`config.mk`:
```
export PLATFORM = sky130hd
export DESIGN_NAME = filter_glb_loader
export DESIGN_NICKNAME = d
export VERILOG_FILES = /design/src/rtl/filter_glb_loader.sv
export SDC_FILE = /design/constraint.sdc
export NUM_CORES = 1
export LEC_CHECK = 0
export ABC_AREA = 1
export BUFFER_PORTS_ARGS = -buffer_cell sky130_fd_sc_hd__buf_2
export CORE_UTILIZATION = 57
export DETAILED_ROUTE_END_ITERATION = 6
export GPL_TIMING_DRIVEN = 0
export PLACE_DENSITY = 0.8
export SETUP_SLACK_MARGIN = 0.05
export SYNTH_ARGS = -nofsm -noshare
export SYNTH_HDL_FRONTEND = slang
export SYNTH_SLANG_ARGS = --single-unit
```
`constraint.sdc`:
```
create_clock -name core_clk -period 2.05 [get_ports core_clk]
set_input_delay 0.205 -clock core_clk [delete_from_list [all_inputs] [get_ports core_clk]]
set_output_delay 0.205 -clock core_clk [all_outputs]
set_load 0.005 [all_outputs]
```
`src/rtl/filter_glb_loader.sv`:
```
// ----------------------------------------------------------------------------
// filter_glb_loader
//
// Write-side feeder for the filter global buffer (GLB). Filter weights arrive
// one per cycle on a valid/ready stream. Four consecutive weights are packed
// into one FIFO_WIDTH word and written to the GLB starting at a programmed,
// word-aligned base address. Lane k of a packed word holds the weight whose
// element address has [1:0]==k.
//
// Optional feature macro: FILTER_LOADER_CHECKSUM_EN
//   When defined, adds output 'checksum': the modulo-2^DATA_WIDTH running sum
//   of all weights accepted in the current load. It is cleared on an accepted
//   start and stays stable from done until the next start.
//
// Ports
//   core_clk    in   clock, all logic on rising edge
//   core_rst_n  in   asynchronous active-low reset
//   start       in   one-cycle pulse, begin a load (sampled only when idle)
//   base_addr   in   first weight address, bits [1:0] ignored
//   num_elems   in   number of weights to load, 0..DEPTH
//   in_data     in   weight from upstream
//   in_valid    in   in_data valid
//   in_ready    out  loader accepts in_data this cycle
//   we          out  GLB write enable, one cycle per packed word
//   waddr       out  GLB write address (word aligned)
//   wdata       out  packed word, lane k in [DATA_WIDTH*k +: DATA_WIDTH]
//   busy        out  load in progress
//   done        out  one-cycle pulse, load finished
//   checksum    out  (FILTER_LOADER_CHECKSUM_EN only) running weight sum
// ----------------------------------------------------------------------------
module filter_glb_loader #(
   parameter int FIFO_WIDTH = 64,
   parameter int DATA_WIDTH = 16,
   parameter int DEPTH      = 884736,
   parameter int ADDR       = $clog2(DEPTH)
) (
   input  logic                  core_clk,
   input  logic                  core_rst_n,
   input  logic                  start,
   input  logic [ADDR-1:0]       base_addr,
   input  logic [ADDR:0]         num_elems,
   input  logic [DATA_WIDTH-1:0] in_data,
   input  logic                  in_valid,
   output logic                  in_ready,
   output logic                  we,
   output logic [ADDR-1:0]       waddr,
   output logic [FIFO_WIDTH-1:0] wdata,
   output logic                  busy,
   output logic                  done
`ifdef FILTER_LOADER_CHECKSUM_EN
   ,
   output logic [DATA_WIDTH-1:0] checksum
`endif
);

   localparam int LANES = FIFO_WIDTH / DATA_WIDTH;
   localparam int IDX_W = $clog2(LANES);

   typedef enum logic [1:0] {
      S_IDLE = 2'd0,
      S_LOAD = 2'd1,
      S_LAST = 2'd2
   } state_t;

   state_t                  state_q, state_d;

   logic [IDX_W-1:0]        idx_q;
   logic [ADDR:0]           rem_q;
   logic [ADDR-1:0]         word_addr_q;
   logic [DATA_WIDTH-1:0]   pack_q [LANES];

   logic                    we_q;
   logic [ADDR-1:0]         waddr_q;
   logic [FIFO_WIDTH-1:0]   wdata_q;
   logic                    done_q;

   logic                    accept;
   logic                    start_ok;
   logic                    last_elem;
   logic                    word_done;
   logic [DATA_WIDTH-1:0]   pack_merged [LANES];
   logic [FIFO_WIDTH-1:0]   word_flat;
   logic [ADDR:0]           addr_inc;
   logic [ADDR-1:0]         addr_next;
   logic [ADDR-1:0]         base_aligned;

   assign accept    = in_valid & in_ready;
   assign start_ok  = (state_q == S_IDLE) & start;
   assign last_elem = (rem_q == (ADDR+1)'(1));
   // A word is complete when its top lane fills or the load runs out of weights.
   assign word_done = accept & ((idx_q == IDX_W'(LANES-1)) | last_elem);

   // Low address bits are dropped so every GLB write is word aligned.
   assign base_aligned = base_addr & ~(ADDR'(LANES-1));

   // Next word address; wraps to 0 at the end of the buffer.
   assign addr_inc  = {1'b0, word_addr_q} + (ADDR+1)'(LANES);
   assign addr_next = (addr_inc >= (ADDR+1)'(DEPTH)) ? '0 : addr_inc[ADDR-1:0];

   // The weight being accepted is merged into its lane so a completed word
   // can be copied to the output register in the same cycle.
   for (genvar gi = 0; gi < LANES; gi++) begin : g_lane
      assign pack_merged[gi] = (accept && (idx_q == IDX_W'(gi))) ? in_data : pack_q[gi];
      assign word_flat[gi*DATA_WIDTH +: DATA_WIDTH] = pack_merged[gi];
   end

   // ---------------- FSM: state register ----------------
   always_ff @(posedge core_clk or negedge core_rst_n) begin
      if (!core_rst_n) begin
         state_q <= S_IDLE;
      end else begin
         state_q <= state_d;
      end
   end

   // ---------------- FSM: next-state logic ----------------
   always_comb begin
      state_d = state_q;
      case (state_q)
         S_IDLE: if (start && (num_elems != '0)) state_d = S_LOAD;
         S_LOAD: if (accept && last_elem)        state_d = S_LAST;
         S_LAST: state_d = S_IDLE;
         default: state_d = S_IDLE;
      endcase
   end

   // ---------------- FSM: outputs ----------------
   always_comb begin
      in_ready = 1'b0;
      busy     = 1'b0;
      case (state_q)
         S_LOAD: begin
            in_ready = 1'b1;
            busy     = 1'b1;
         end
         S_LAST: busy = 1'b1;
         default: ;
      endcase
   end

   // ---------------- Datapath ----------------
   always_ff @(posedge core_clk or negedge core_rst_n) begin
      if (!core_rst_n) begin
         idx_q       <= '0;
         rem_q       <= '0;
         word_addr_q <= '0;
         we_q        <= 1'b0;
         waddr_q     <= '0;
         wdata_q     <= '0;
         done_q      <= 1'b0;
         for (int i = 0; i < LANES; i++) pack_q[i] <= '0;
      end else begin
         we_q   <= 1'b0;
         done_q <= 1'b0;

         if (start_ok) begin
            word_addr_q <= base_aligned;
            rem_q       <= num_elems;
            idx_q       <= '0;
            for (int i = 0; i < LANES; i++) pack_q[i] <= '0;
            // Zero-length load finishes immediately without any write.
            if (num_elems == '0) done_q <= 1'b1;
         end

         if (accept) begin
            rem_q <= rem_q - (ADDR+1)'(1);
            idx_q <= idx_q + IDX_W'(1);
            if (word_done) begin
               we_q        <= 1'b1;
               waddr_q     <= word_addr_q;
               wdata_q     <= word_flat;
               word_addr_q <= addr_next;
               for (int i = 0; i < LANES; i++) pack_q[i] <= '0;
               if (last_elem) done_q <= 1'b1;
            end else begin
               for (int i = 0; i < LANES; i++) pack_q[i] <= pack_merged[i];
            end
         end
      end
   end

   assign we    = we_q;
   assign waddr = waddr_q;
   assign wdata = wdata_q;
   assign done  = done_q;

`ifdef FILTER_LOADER_CHECKSUM_EN
   logic [DATA_WIDTH-1:0] sum_q;

   always_ff @(posedge core_clk or negedge core_rst_n) begin
      if (!core_rst_n) begin
         sum_q <= '0;
      end else if (start_ok) begin
         sum_q <= '0;
      end else if (accept) begin
         sum_q <= sum_q + in_data;
      end
   end

   assign checksum = sum_q;
`endif

endmodule

```
==> run summary <==
Pin count of the biggest net entering global routing: 118
# DRC: 1
Relative slew slack: 58.3%
Synthesized instance count: 1,282
Fmax: 512 MHz
Worst setup EP type: flop
Final core utilization: 70.8%
First-pass GRT wire length: 44,400 µm
Post-synth ARST share: 100%
Wirelength per Cell: 16.2 µm
Layout cells sized above 1: 22.9%
Die Y: 133 µm
FP Rows: 47
Layout area overhead: 20.6%
IO buf count: 146
Most frequent cells in the layout: 574 x nand2_1, 193 x dfrtp_1, 160 x buf_2
Layout Nets: 1,529
1st-iter DRT viols: 880
Full die area: 17,700 µm²
# clock sinks: 195
CTS buffer count: 17
Clock Latency Late Sink: 0.44 ns
Clk buf depth: 2
I/O pins: 149
Clock transition at the registers of the reported paths: 0.07 ns
Crit path kind: flop to flop
Most common cell after layout, fill and taps aside: nand2_1
Leak: 6.08 nW
Clk root buf: clkbuf_16
Area share of the largest cell type after synthesis: 49.8%
Tmin final: 1.95 ns
VDD IR max: 657 µV
Filler cell count: 1,376
Cell area power density: 1100 nW/µm²
Syn avg cell area: 7.64 µm²
GRT Resource Usage Total: 32.0%
Part of the cycle the worst path needs: 95.3%
Endpoints failing hold: 0
GRT overflow: 0
Vias in the first global route: 8,686
Remaining antenna violation count: 0
Gpl congestion: 0.914
Final setup viols: 0
Multi-input gate area: 4440 µm²
Vias/cell: 5.53
Number of flops mapped to enable cells by yosys: 0
FF/Latch Area: 4880 µm²
Final HPWL DP: 19,100 µm
Area contributors post-synth: dfrtp_1 50%, nand2_1 22%, o21ai_0 8.0%
Failing checks: DRC
Post-Synthesis Cell Area: 9800 µm²
CP max FO: 10
Drt total wl: 27,500 µm
H-Tree Depth: 4
Total core area: 16,700 µm²
Pre-antenna DRT Iters: 7
Max cap viols: 0
Initial Util: 58.7%
Hold WC Path Type: input port to flop
Post-Syn Nets: 1,354
Initial antenna violation count: 0
Vias: 9,338
TritonCTS clock tree: yes
# diodes: 0
Ys flop type: dfrtp_1
Worst Tran Pin Value: 0.625 ns
Unrepaired setup endpoints after global routing: yes
Unique masters post-synth: 35
Synth warn: 0
CP required: 2.40 ns
#FFs+latches synth: 195
Final Max Slew Viols: 0
Setup_tns: 0 ns
CP Data Arrival Time: 2.30 ns
Seq/Total Area, Yosys: 49.8%
Fin Clk Skew: 0.00938 ns
Status: finished with violations
Die W: 133 µm
Critical path launch point type: flop
Yosys top cell by area: dfrtp_1
==> final cells by class <==
| class | instances | area share (%) |
|---|---|---|
| sequential | 195 | 41.3 |
| inverter | 66 | 2.18 |
| multi-input combinational | 952 | 37.6 |
| tap | 220 | 2.33 |
| buffer | 69 | 4.10 |
| timing repair buffer | 156 | 7.14 |
| clock buffer | 17 | 3.60 |
| clock inverter | 15 | 1.77 |
==> critical path: stages, from the launching register on <==
cell      delay (ns)
dfrtp_1         0.43
ha_4            0.19
nand2_1         0.15
buf_2           0.30
nand2_2         0.20
inv_4           0.17
clkbuf_4        0.24
nand2_1         0.06
o21ai_0         0.09
==> state kept, by name, summed over array words and instances, names as in the netlist <==
name / cells
pack_q: 64
wdata: 64
rem_q: 21
waddr: 20
word_addr_q: 20
idx_q: 2
state_q: 2
done: 1
we: 1
==> layer usage <==
metal  global-route usage, %  vias up  routed length [µm]
met3                    4.64       67                1920
li1                        -     4450                   -
met5                       0        -                   0
met4                    12.4        0                 819
met1                    45.5     4400               12100
met2                    50.0      421               12700
==> kinds of logic (layout without fill, tap and decap cells) <==
family	Yosys count	count (layout)	share of synthesized area [%]
AOI/OAI and AO/OA	228	228	12.2
xor gates and xnor gates	4	4	0.358
adders and majority gates	11	11	1.40
and+or+nand+nor	709	709	29.8
DFF	195	195	49.8
buffers and inverters	135	323	6.49
==> stage by stage <==
stage	hold slack, ns	instance area [µm²]	setup WS, ns	total power [mW]	std cells
after global routing	0.0254	11800	-0.00907	13.7	1690
after detailed placement	0.227	10800	-0.248	8.96	1649
final	0.00513	11800	0.0972	13.0	1690
after floorplan	-0.0906	9800	0.374	7.66	1282
after global placement	0.435	10800	-2.46	8.82	1648
after CTS	0.00402	11600	0.0553	12.7	1685
==> final timing paths <==
check | depth (start not counted) | end | from | slack [ns]
min in group asynchronous | 2 | rem_q[14]$_DFFE_PN0P_ | core_rst_n | 0.33
setup / recovery | 8 | pack_q[0]$_DFFE_PN0P_ | state_q[0]$_DFFE_PN0P_ | 0.1
setup reg to reg | 8 | pack_q[0]$_DFFE_PN0P_ | state_q[0]$_DFFE_PN0P_ | 0.1
hold / removal | 3 | rem_q[14]$_DFFE_PN0P_ | num_elems[14] | 0.005
hold reg to reg | 2 | waddr[8]$_DFFE_PN0P_ | waddr[8]$_DFFE_PN0P_ | 0.47
max in group asynchronous | 3 | wdata[48]$_DFFE_PN0P_ | core_rst_n | 0.74
==> Yosys cell counts, types with 3 or more instances <==
library cell  number
o21ai_0          157
nand3_1           31
nand4_1            7
dfrtp_1          195
o21ai_1           30
ha_1              11
nor2_1            49
o211ai_1          11
nand2_2            7
nor3_1             3
inv_1             62
clkbuf_1          29
nor2_2             7
nor2_4             5
buf_2             19
a21oi_1           21
or2_2              5
nand3_2           15
buf_6              8
inv_2              4
nand2_1          576
buf_4             12
==> power breakdown <==
group | switching (mW) | total [mW] | internal (mW)
Sequential | 0.651 | 5.21 | 4.55
Clock | 1.65 | 3.64 | 1.99
Combinational | 2.66 | 4.11 | 1.45
==> repair_timing <==
action                                 4_1_cts  5_1_grt
gates resized for setup                    104       75
setup buffers                                1        5
setup endpoints to repair                  179      183
endpoints found under the hold margin       80        0
pin swaps                                    2        2
hold buffers                                 3        0
Power figures use the tool's default switching activity.
